<file path="src/rtl/mem_port_arbiter.sv">
// mem_port_arbiter: shares one memory port between instruction fetch and the load/store path.
// Data requests win contention until STARVE_MAX consecutive contended wins, then fetch is forced.
// Ports:
//   clk, rst                         clock (rising edge), asynchronous active-high reset
//   if_req/if_addr -> if_gnt         fetch request; grant is combinational, IDLE only
//   if_rvalid/if_rdata               one-cycle pulse with registered fetched word
//   d_req/d_we/d_addr/d_wdata/d_wstrb -> d_gnt   data request; grant is combinational, IDLE only
//   d_rvalid/d_rdata                 one-cycle pulse: load data valid or store complete
//   mem_req/we/addr/wdata/wstrb      latched request, held until mem_ready
//   mem_ready/mem_rdata              memory completion and read data
//   busy                             an access is in flight
module mem_port_arbiter #(
    parameter int ADDR_W     = 32,
    parameter int DATA_W     = 32,
    parameter int STARVE_MAX = 4
) (
    input  logic                clk,
    input  logic                rst,
    input  logic                if_req,
    input  logic [ADDR_W-1:0]   if_addr,
    output logic                if_gnt,
    output logic                if_rvalid,
    output logic [DATA_W-1:0]   if_rdata,
    input  logic                d_req,
    input  logic                d_we,
    input  logic [ADDR_W-1:0]   d_addr,
    input  logic [DATA_W-1:0]   d_wdata,
    input  logic [DATA_W/8-1:0] d_wstrb,
    output logic                d_gnt,
    output logic                d_rvalid,
    output logic [DATA_W-1:0]   d_rdata,
    output logic                mem_req,
    output logic                mem_we,
    output logic [ADDR_W-1:0]   mem_addr,
    output logic [DATA_W-1:0]   mem_wdata,
    output logic [DATA_W/8-1:0] mem_wstrb,
    input  logic                mem_ready,
    input  logic [DATA_W-1:0]   mem_rdata,
    output logic                busy
);
    localparam int CW = $clog2(STARVE_MAX + 1);
    typedef enum logic [1:0] {IDLE, FETCH, DATA} state_t;
    state_t state, state_n;
    logic [CW-1:0] starve_cnt;
    logic d_win, idle, done;
    always_comb begin
        idle    = state == IDLE;
        done    = !idle && mem_ready;
        d_win   = d_req && (!if_req || starve_cnt < CW'(STARVE_MAX));
        d_gnt   = idle && d_win;
        if_gnt  = idle && if_req && !d_win;
        state_n = idle ? (d_gnt ? DATA : if_gnt ? FETCH : IDLE) : (mem_ready ? IDLE : state);
    end
    always_ff @(posedge clk or posedge rst) begin
        if (rst) state <= IDLE;
        else     state <= state_n;
    end
    assign busy = !idle;
    always_ff @(posedge clk or posedge rst) begin
        if (rst) begin
            starve_cnt <= '0;
            mem_req    <= 1'b0;
            mem_we     <= 1'b0;
            mem_addr   <= '0;
            mem_wdata  <= '0;
            mem_wstrb  <= '0;
            if_rvalid  <= 1'b0;
            d_rvalid   <= 1'b0;
            if_rdata   <= '0;
            d_rdata    <= '0;
        end else begin
            if_rvalid <= done && state == FETCH;
            d_rvalid  <= done && state == DATA;
            // only contended data wins count towards fetch starvation
            if (if_gnt) starve_cnt <= '0;
            else if (d_gnt && if_req) starve_cnt <= starve_cnt + CW'(1);
            if (d_gnt) begin
                mem_req   <= 1'b1;
                mem_we    <= d_we;
                mem_addr  <= d_addr;
                mem_wdata <= d_wdata;
                mem_wstrb <= d_we ? d_wstrb : '0;
            end else if (if_gnt) begin
                mem_req   <= 1'b1;
                mem_we    <= 1'b0;
                mem_addr  <= if_addr;
                mem_wdata <= '0;
                mem_wstrb <= '0;
            end else if (done) begin
                mem_req   <= 1'b0;
            end
            if (done && state == FETCH) if_rdata <= mem_rdata;
            if (done && state == DATA && !mem_we) d_rdata <= mem_rdata;
        end
    end
endmodule
</file>
<file path="config.mk">
export PLATFORM = sky130hd
export DESIGN_NAME = mem_port_arbiter
export DESIGN_NICKNAME = d
export VERILOG_FILES = /design/src/rtl/mem_port_arbiter.sv
export SDC_FILE = /design/constraint.sdc
export NUM_CORES = 1
export LEC_CHECK = 0
export CORE_UTILIZATION = 44
export DETAILED_ROUTE_END_ITERATION = 8
export PLACE_DENSITY = 0.86
export SLEW_MARGIN = 10
export SYNTH_ARGS = -nofsm -noshare
export SYNTH_HDL_FRONTEND = slang
export SYNTH_SLANG_ARGS = --single-unit
</file>
<file path="constraint.sdc">
create_clock -name clk -period 13.7 [get_ports clk]
set_clock_uncertainty 0.05 [all_clocks]
set_input_delay 2.055 -clock clk [delete_from_list [all_inputs] [get_ports clk]]
set_output_delay 2.055 -clock clk [all_outputs]
set_load 0.02 [all_outputs]
</file>
# Word-level counts from Yosys, hierarchy flattened
# Index checks and enable logic that the tools add are counted.
# op_classes
n_lt_le_gt_ge,1
n_eq_ne,2
n_mux,18
add_sub_neg,1
reduce_logical,19
# ops
op,count
two-way mux 32 bit,4
two-way mux 4 bit,3
logical AND 1 bit,9
two-way mux 1 bit,6
two-way mux 2 bit,3
two-way mux 3 bit,2
nonzero test 2 bit,3
zero test 1 bit,4
adder 3 x 1 -> 3 bit (second input constant),1
less-than comparator 3 bit (second input constant),1
nonzero test 3 bit,1
== test 2 x 1 -> 1 bit (second input constant),1
== test 2 bit (second input constant),1
zero test 2 bit,1
logical OR 1 bit,1
# word_totals
out_inout_bits,139
wordCells,52
inputBits,138
regBits,141

# Longest topological paths before layout
# Gate-level depths: netlist of run 1.
# depth
ltp_word,8
mapped_depth,6

# Least setup slack after synthesis of run 1
# No wires, ideal clock.
# synth_path
path_kind,input to output
startpoint,input if_req
endpoint,output if_gnt
arrival_ps,2862
t_required_ps,11595
path_slack_ps,8733
cell_stages,3
cell_sequence,or3b_1 -> clkbuf_1 -> nor2_1
# synth_between
elab_chain_len,5
word_cells_on_any_way,6
# synth_lines
element,line,text
"start, declared",19,"input logic if_req,"
zero test 1 bit,49,d_win = d_req && (!if_req || starve_cnt < CW'(STARVE_MAX));
logical OR 1 bit,49,
logical AND 1 bit,49,
zero test 1 bit,51,if_gnt = idle && if_req && !d_win;
logical AND 1 bit (*),51,
"end, declared",21,"output logic if_gnt,"
# Mark *: on every way between the ends. The rest lies on a longest branch, timed or not.

# Worst setup path in the final report of run 1
# layout_path
startpoint,input if_req
endpoint,output d_gnt
# layout_between
elab_chain_len,4
# layout_lines
element,line,text
zero test 1 bit,49,
logical OR 1 bit,49,
logical AND 1 bit,49,
logical AND 1 bit,50,d_gnt = idle && d_win;
"end, declared",29,"output logic d_gnt,"
# Every way passes these cells.

==> run_results.csv, run 1 <==
group,metric,value,unit
detailed_routing,detail-route-antenna-nets,0,
setup_path,cpPeakStageDelay,790,ps
floorplan,die_y,116,um
setup_path,cpLargestDelayFamily,"buffers and inverters",
cells_and_area,layout-area-overhead-vs-synth,60.6,%
synthesis,yosys_warnings,0,
synthesis,synth_area,0.00575,mm2
synthesis,synth_flop_cell,"dfrtp_1",
sta,hold_ws,428,ps
sta,final.setup.tns,0,ps
detailed_routing,drc,0,
sta,final-hold-violation-count,0,
global_routing,global_route.usage.total,0.250,
global_routing,grt_util_met3,0.0628,
global_routing,global_route_hottest_layer,"met2",
setup_path,slowest_stage,"inv_2",
clock_tree,number_of_buffers_inserted_during_clock_tree_synthesis,17,
global_routing,met1_usage,0.296,
placed_design,place_congestion,0.779,
clock_tree,cts_sinks,141,
synthesis,yosysSeqAreaShare,0.614,
setup_path,critPathCaptureType,"output pin",
placed_design,detailed_placement_hpwl,11700,um
status,status,"completed",
synthesis,synth.most_common_cell,"dfrtp_1",
synthesis,post_synth_cell_types,30,
global_routing,number_of_global_route_vias_before_repair,4879,
clock_tree,maximum_buffer_depth_of_the_clock_tree,2,
global_routing,antenna_found_initial,0,
sta,slew_violations,0,
global_routing,pin_count_of_the_biggest_net_entering_global_routing,72,
flow_run,max_cap_viol_count,0,
clock_tree,worst_skew_pair.late_latency,390,ps
setup_path,timing.critical_path.mode_cell,"clkdlybuf4s50_1",
sta,slew-limit-headroom,0.395,
synthesis,syn_area_per_cell,14.2,um2
synthesis,post_synthesis_register_bit_count,141,
setup_path,worstPathCellList,"clkdlybuf4s50_1 -> nand2_1 -> nand3_2 -> inv_2 -> clkdlybuf4s50_1",
detailed_routing,wl_per_cell,19.4,um
power,worst_ir_drop_vdd,0.000129,V
clock_tree,cts_max_level,4,
detailed_routing,drt_pass_1_iters,6,
global_routing,globalRouteOverflowTotal,0,
synthesis,synth_enable_flop_cells,0,
sta,timing.final.crit_share,0.554,
power,power.density,253,mW/mm2
setup_path,reg2reg_setup_slack,10730,ps
synthesis,yosys.area.top_type_share,0.614,
power,standby_leakage_power,3.87,nW
sta,timing.fmax,0.132,GHz
clock_tree,ctsHoldBuffers,0,
detailed_routing,vias,4614,
cells_and_area,final_layout_size_suffix_gt1_frac,0.0704,
floorplan,num_io_pins,277,
global_routing,grt_first_pass_wirelength,25600,um
placed_design,io_buffer_count,276,
sta,final.min_clock_period,7590,ps
floorplan,die-width,116,um
setup_path,worstPathMaxFanout,39,
clock_tree,cts_root_buffer,"clkbuf_16",
clock_tree,worst_setup_hold_path_clk_slew,60,ps
synthesis,synth.net_count,544,
synthesis,post_synth_inst_count,405,
cells_and_area,fin_nets,809,
setup_path,criticalPathCategory,"in2out",
synthesis,top_cells_by_area_in_the_synthesized_netlist,"dfrtp_1, mux2_1, a311o_1, a22o_1, and4_1",
detailed_routing,vias_per_cell,5.40,
synthesis,yosysTopAreaCell,"dfrtp_1",
clock_tree,post_cts_resized,0,
floorplan,core.rowCount,41,
sta,tightestPinTransition,906,ps
setup_path,critPathLaunchType,"input port",
synthesis,postSynth.asyncResetShare,1.00,
detailed_routing,drt-initial-drc-count,294,
synthesis,netlist_top_cells_count,"dfrtp_1, mux2_1, a22o_1",
worst_hold_path,worstHoldPathType,"reg2reg",
global_routing,gr_util_met2,0.442,
setup_path,cp.required,11600,ps
cells_and_area,antennaDiodeCount,0,
clock_tree,cts_tree,"done",
setup_path,arrival_time_of_data_at_the_critical_path_endpoint,5480,ps
floorplan,core,0.0127,mm2
floorplan,initial_core_util,0.454,
clock_tree,postCtsSetupRepairBufs,0,
sta,rsz0062_at_grt,"no",
setup_path,critPathBufInv,3,
sta,finalSetupViolCount,0,
detailed_routing,finalWirelength,16600,um
floorplan,die_area,0.0135,mm2
[path summary, 6_finish.rpt]
check	start	endpoint	cells after the start
max in group asynchronous	rst	mem_addr[8]$_DFFE_PP0P_	3
hold reg to reg	mem_req$_DFFE_PP0P_	mem_req$_DFFE_PP0P_	1
setup / recovery	if_req	d_gnt	5
hold / removal	mem_req$_DFFE_PP0P_	mem_req$_DFFE_PP0P_	1
min in group asynchronous	rst	if_rdata[23]$_DFFE_PP0P_	2
setup reg to reg	state[0]$_DFFE_PP0P_	mem_addr[0]$_DFFE_PP0P_	4
[per-layer routing]
metal | up-vias | share of wire | wire (um)
met4 | 0 | 0.014 | 238
met3 | 18 | 0.073 | 1210
met2 | 209 | 0.51 | 8510
met1 | 2302 | 0.40 | 6610
met5 | - | 0 | 0
li1 | 2085 | - | -
[power breakdown]
group          switching (mW)  internal (mW)  total, mW  leakage [nW]
clock                   0.176          0.293      0.469         0.295
combinational           0.563          0.563       1.13          1.86
sequential              0.120          0.618      0.739          1.72
total                   0.859           1.47       2.33          3.87
[through the flow]
stage	utilization	instances	worst slack, ps	cell area [um2]	power, mW
3_5_place_dp	0.681	823	6170	8630	1.87
4_1_cts	0.729	854	6160	9240	2.35
6_report	0.729	854	6110	9240	2.33
3_3_place_gp	0.681	823	6220	8630	1.82
5_1_grt	0.729	854	5840	9240	2.45
2_1_floorplan	-	405	7810	5750	1.32
[area by class of cell]
cell class	instances	area, um2
Sequential cell	141	3530
Fill cell	893	3440
Timing Repair Buffer	282	2810
Multi-Input combinational cell	222	2050
Clock buffer	19	443
Tap cell	172	215
Clock inverter	12	160
Inverter	6	27.5
[cell families (layout without fill, tap and decap cells)]
logic type	count (synthesis)	count (layout)	share of synthesized area
flip-flops	141	141	0.614
AO/OA/AOI/OAI	107	107	0.160
multiplexers	64	64	0.125
AND/OR/NAND/NOR	50	50	0.0657
buffers and inverters	42	319	0.0329
adder cells (fa/ha/maj)	1	1	0.00218
[cell usage in the layout (no fill, tap or decap), types with 2 or more instances in the layout]
| cell | netlist | final |
|---|---|---|
| clkinv_2 | 0 | 2 |
| bufinv_16 | 0 | 3 |
| nor2_1 | 5 | 3 |
| nand3_2 | 1 | 2 |
| a32o_1 | 4 | 4 |
| clkdlybuf4s50_1 | 0 | 276 |
| clkbuf_16 | 0 | 17 |
| dfrtp_1 | 141 | 141 |
| clkinv_4 | 0 | 2 |
| buf_4 | 4 | 6 |
| o21a_1 | 31 | 31 |
| inv_6 | 0 | 5 |
| nand2_1 | 6 | 6 |
| inv_2 | 4 | 4 |
| a22o_1 | 33 | 33 |
| nor2_2 | 0 | 2 |
| mux2_1 | 64 | 64 |
| and4_1 | 31 | 31 |
| o21ai_1 | 3 | 2 |
| a311o_1 | 31 | 31 |
[sequential cells by signal, summed over array words and instances, names as in the netlist, 2 cells and up]
signal      count
d_rdata        32
if_rdata       32
mem_addr       32
mem_wdata      32
mem_wstrb       4
starve_cnt      3
state           2
Power figures use the tool's default switching activity.
==> run 2, diff against run 1 <==
--- a/config.mk
+++ b/config.mk
@@ -5,9 +5,9 @@
 export SDC_FILE = /design/constraint.sdc
 export NUM_CORES = 1
 export LEC_CHECK = 0
-export CORE_UTILIZATION = 44
+export CORE_UTILIZATION = 37
 export DETAILED_ROUTE_END_ITERATION = 8
-export PLACE_DENSITY = 0.86
+export PLACE_DENSITY = 0.77
 export SLEW_MARGIN = 10
 export SYNTH_ARGS = -nofsm -noshare
 export SYNTH_HDL_FRONTEND = slang
==> constraint.sdc (replaced) <==
create_clock -name clk -period 6.7 [get_ports clk]
set_clock_uncertainty 0.05 [all_clocks]
set_input_delay 1.005 -clock clk [delete_from_list [all_inputs] [get_ports clk]]
set_output_delay 1.005 -clock clk [all_outputs]
set_load 0.02 [all_outputs]
==> run 2 against run 1 <==
Effect of this change:
- wire length decreased by 3.5%
- via count decreased by 0.76%
- cell area increased by 0.60%
- power increased by 110%
- first-iteration DRC count decreased by 23%
==> run_results.csv, run 2 (synthesis results as in run 1) <==
group,metric,value,unit
detailed_routing,drc,0,
status,status,"completed",
sta,slew_violations,0,
setup_path,regToRegStartpoint,"state[0]$_DFFE_PP0P_",
placed_design,place_congestion,0.800,
floorplan,initial_core_util,0.378,
setup_path,critPathLaunchType,"input port",
power,report.power.total,4.78,mW
setup_path,timing.critical_path.mode_cell,"clkdlybuf4s50_1",
cells_and_area,layout_filler_cell_count,1117,
cells_and_area,layout_commonest_cell,"clkdlybuf4s50_1",
setup_path,criticalPathCategory,"in2out",
setup_path,critPathBufInv,4,
placed_design,placed_area,0.00866,mm2
floorplan,die_y,127,um
placed_design,detailed_placement_hpwl,11200,um
setup_path,worstPathMaxFanout,39,
clock_tree,cts_tree,"done",
floorplan,core.rowCount,45,
detailed_routing,finalWirelength,16000,um
power,standby_leakage_power,3.88,nW
clock_tree,worst_setup_hold_path_clk_slew,60,ps
cells_and_area,ff_latch_area,0.00353,mm2
power,worst_ir_drop_vdd,0.000218,V
global_routing,pin_count_of_the_biggest_net_entering_global_routing,105,
detailed_routing,drt_pass_1_iters,4,
setup_path,worstReg2RegEnd,"mem_addr[3]$_DFFE_PP0P_",
floorplan,die-width,127,um
sta,final.setup.tns,0,ps
floorplan,core,0.0152,mm2
sta,slew-limit-headroom,0.361,
sta,timing.final.crit_share,0.785,
setup_path,critPathCaptureType,"output pin",
setup_path,slowest_stage,"nand3_2",
setup_path,worstPathCellList,"clkdlybuf4s50_1 -> nand2_1 -> nand3_2 -> inv_2 -> buf_4 -> clkdlybuf4s50_1",
setup_path,reg2reg_setup_slack,3890,ps
setup_path,cp.required,5640,ps
detailed_routing,vias_per_cell,5.25,
clock_tree,postCtsSetupRepairBufs,0,
cells_and_area,final_layout_size_suffix_gt1_frac,0.0746,
worst_hold_path,hold_path_end,"mem_req$_DFFE_PP0P_",
sta,rsz0062_at_grt,"no",
clock_tree,number_of_buffers_inserted_during_clock_tree_synthesis,17,
cells_and_area,multiInputGateArea,0.00205,mm2
detailed_routing,wl_per_cell,18.3,um
sta,timing.fmax,0.190,GHz
global_routing,number_of_global_route_vias_before_repair,4813,
setup_path,cpPeakStageDelay,740,ps
placed_design,io_buffer_count,276,
detailed_routing,vias,4579,
sta,finalSetupViolCount,0,
clock_tree,cts_sinks,141,
sta,tightestPinTransition,957,ps
clock_tree,worst_skew_pair.late_latency,410,ps
detailed_routing,detail-route-antenna-nets,0,
worst_hold_path,worstHoldPathType,"reg2reg",
worst_hold_path,holdPathStages,1,
global_routing,global_route.usage.total,0.204,
clock_tree,maximum_buffer_depth_of_the_clock_tree,2,
sta,final-hold-violation-count,0,
sta,final.min_clock_period,5260,ps
power,power.density,515,mW/mm2
global_routing,antenna_found_initial,0,
cells_and_area,final_cell_mix,"clkdlybuf4s50_1, dfrtp_1, mux2_1",
clock_tree,cts_max_level,4,
floorplan,num_io_pins,277,
detailed_routing,drt-initial-drc-count,227,
setup_path,cpLargestDelayFamily,"buffers and inverters",
clock_tree,cts_root_buffer,"clkbuf_16",
global_routing,grt_first_pass_wirelength,25100,um
flow_run,max_cap_viol_count,0,
cells_and_area,antennaDiodeCount,0,
clock_tree,post_cts_resized,0,
clock_tree,ctsHoldBuffers,0,
floorplan,die_area,0.0160,mm2
cells_and_area,fin_nets,810,
cells_and_area,layout-area-overhead-vs-synth,61.6,%
global_routing,globalRouteOverflowTotal,0,
cells_and_area,finish.instance_area,0.00929,mm2
setup_path,worst-r2r-cell-count,5,
setup_path,arrival_time_of_data_at_the_critical_path_endpoint,4200,ps
worst_hold_path,min_from,"mem_req$_DFFE_PP0P_",
==> run 2: worst register-to-register path: cells and delay by family (launching register included) <==
kind / cells / cell delay (ps)
AND/OR/NAND/NOR: 2 / 1200
flip-flops: 1 / 480
buffers and inverters: 2 / 800
AO/OA/AOI/OAI: 1 / 210
==> run 2: where the power goes <==
part           switching, mW  leakage [nW]  total (mW)  internal (mW)
Combinational           1.13          1.86        2.29           1.15
Sequential             0.238          1.72        1.50           1.26
Clock                  0.361         0.299       0.994          0.633
Total                   1.73          3.88        4.78           3.05
==> run 2: layout make-up <==
class                           count  share of cell area
Clock buffer                       18              0.0473
Inverter                            6             0.00296
Timing Repair Buffer              283               0.303
Sequential cell                   141               0.380
Multi-Input combinational cell    222               0.221
Tap cell                          188              0.0253
Clock inverter                     14              0.0206
==> run 2: per-stage QoR <==
stage	setup WS, ps	utilization	hold WS [ps]	std cells
after floorplan	1860	-	410	405
after CTS	1500	0.611	429	872
final	1440	0.611	427	872
after global routing	1240	0.611	442	872
after global placement	1590	0.570	412	840
after detailed placement	1490	0.570	415	840
==> run 2: layer usage <==
metal  vias up  routed length (um)  track usage
li1       2091                   -            -
met1      2247                6440        0.233
met2       209                8010        0.348
met3        32                1120       0.0650
met4         0                 415       0.0938
met5         -                   0            0
==> run 2: how the worst max path moves through the flow <==
stage               startpoint                     end  cells past startpoint
floorplan                  rst  d_rdata[0]$_DFFE_PP0P_                      1
global placement        if_req                   d_gnt                      6
detailed placement      if_req                   d_gnt                      6
CTS                     if_req                   d_gnt                      6
global route            if_req                   d_gnt                      6
finish                  if_req                   d_gnt                      6
==> run 3, diff against run 2 <==
==> constraint.sdc (replaced) <==
create_clock -name clk -period 4.65 [get_ports clk]
set_clock_uncertainty 0.05 [all_clocks]
set_input_delay 0.6975 -clock clk [delete_from_list [all_inputs] [get_ports clk]]
set_output_delay 0.6975 -clock clk [all_outputs]
set_load 0.02 [all_outputs]
==> run 3 against run 2 <==
Effect of this change:
- worst setup slack worse by 200 ps
- critical endpoint is now if_gnt
- die area unchanged
- highest routed layer unchanged
- cell area hardly changed
- wire length rose by 0.63%
- largest power group unchanged
==> run_results.csv, run 3 (synthesis results as in run 1) <==
group,metric,value,unit
status,status,"completed",
clock_tree,post_cts_resized,0,
sta,timing.fmax,0.293,GHz
clock_tree,cts_max_level,4,
sta,tightestPinTransition,935,ps
floorplan,die_area,0.0160,mm2
clock_tree,cts_root_buffer,"clkbuf_16",
power,standby_leakage_power,3.89,nW
placed_design,io_buffer_count,276,
detailed_routing,finalWirelength,16100,um
detailed_routing,drt-initial-drc-count,159,
cells_and_area,final_cell_mix,"clkdlybuf4s50_1, dfrtp_1, mux2_1",
cells_and_area,layout-area-overhead-vs-synth,61.6,%
sta,rsz0062_at_grt,"no",
floorplan,die-width,127,um
worst_hold_path,worstHoldPathType,"reg2reg",
sta,slew_violations,0,
detailed_routing,drc,0,
setup_path,critPathCaptureType,"output pin",
clock_tree,maximum_buffer_depth_of_the_clock_tree,2,
setup_path,worstPathMaxFanout,7,
cells_and_area,layout_commonest_cell,"clkdlybuf4s50_1",
clock_tree,worst_skew_pair.late_latency,410,ps
clock_tree,ctsHoldBuffers,0,
placed_design,detailed_placement_hpwl,11300,um
setup_path,critPathLaunchType,"input port",
setup_path,arrival_time_of_data_at_the_critical_path_endpoint,2660,ps
sta,timing.final.crit_share,0.733,
clock_tree,postCtsSetupRepairBufs,0,
floorplan,core,0.0152,mm2
clock_tree,worst_setup_hold_path_clk_slew,50,ps
clock_tree,cts_sinks,141,
sta,slew-limit-headroom,0.376,
flow_run,max_cap_viol_count,0,
detailed_routing,detail-route-antenna-nets,0,
floorplan,core.rowCount,45,
power,power.density,739,mW/mm2
floorplan,num_io_pins,277,
sta,final_critical_path_setup_slack,1240,ps
global_routing,number_of_global_route_vias_before_repair,5024,
cells_and_area,final_layout_size_suffix_gt1_frac,0.0745,
sta,final-hold-violation-count,0,
cells_and_area,fin_nets,813,
sta,final.setup.tns,0,ps
power,worst_ir_drop_vdd,0.000329,V
detailed_routing,vias_per_cell,5.26,
detailed_routing,vias,4596,
sta,finalSetupViolCount,0,
clock_tree,number_of_buffers_inserted_during_clock_tree_synthesis,17,
detailed_routing,drt_pass_1_iters,4,
global_routing,antenna_found_initial,0,
setup_path,reg2reg_setup_slack,2210,ps
global_routing,global_route.usage.total,0.208,
placed_design,place_congestion,0.779,
setup_path,cp.required,3900,ps
floorplan,die_y,127,um
cells_and_area,layout.core_utilization,0.611,
sta,final.min_clock_period,3410,ps
setup_path,criticalPathCategory,"in2out",
global_routing,grt_first_pass_wirelength,25700,um
global_routing,pin_count_of_the_biggest_net_entering_global_routing,69,
global_routing,globalRouteOverflowTotal,0,
detailed_routing,wl_per_cell,18.4,um
sta,hold_ws,432,ps
clock_tree,cts_tree,"done",
cells_and_area,antennaDiodeCount,0,
placed_design,pre_cts_slack,1240,ps
floorplan,initial_core_util,0.378,
==> run 3: changes by cell type in the layout (fill, tap and decap cells not counted) <==
cell        before  now
buf_4            7   10
clkbuf_1         0    1
inv_6            3    2
clkinvlp_4       4    2
==> run 3: metrics by stage <==
stage / std cells / total power [mW] / area (um2)
after floorplan: 405 / 3.90 / 5750
after global placement: 843 / 5.41 / 8680
after detailed placement: 843 / 5.51 / 8680
after CTS: 873 / 6.94 / 9290
after global routing: 873 / 7.23 / 9290
final: 873 / 6.87 / 9290
==> run 3: final timing paths <==
check                                startpoint                   endpoint  depth (start not counted)
min in group asynchronous                   rst    d_rdata[24]$_DFFE_PP0P_                          2
max in group asynchronous                   rst  mem_wdata[14]$_DFFE_PP0P_                          3
setup reg to reg           state[0]$_DFFE_PP0P_   mem_addr[21]$_DFFE_PP0P_                          5
hold reg to reg             mem_req$_DFFE_PP0P_        mem_req$_DFFE_PP0P_                          1
hold / removal              mem_req$_DFFE_PP0P_        mem_req$_DFFE_PP0P_                          1
setup / recovery                         if_req                     if_gnt                          4
==> run 3: layout make-up <==
cell class                      count  area, um2
Fill cell                        1199       5910
Tap cell                          188        235
Clock inverter                     11        168
Timing Repair Buffer              286       2840
Inverter                            6       27.5
Sequential cell                   141       3530
Clock buffer                       19        443
Multi-Input combinational cell    222       2050
==> run 3: metal layers <==
| layer | wire length, um | share of wire | vias to the layer above | GRT usage |
|---|---|---|---|---|
| met5 | 0 | 0 | - | 0 |
| met4 | 432 | 0.027 | 0 | 0.106 |
| met3 | 1120 | 0.070 | 31 | 0.0590 |
| met2 | 8020 | 0.50 | 206 | 0.356 |
| met1 | 6520 | 0.41 | 2258 | 0.239 |
| li1 | - | - | 2101 | - |
==> run 3: worst max-delay path, cell delays in order <==
cell	delay [ps]
clkdlybuf4s50_1	620
or3b_1	500
nor2_1	180
clkdlybuf4s50_1	660
==> run 3: power by group <==
part	switching (mW)	internal, mW	leakage [nW]
sequential	0.344	1.82	1.72
clock	0.500	0.904	0.295
combinational	1.63	1.67	1.87
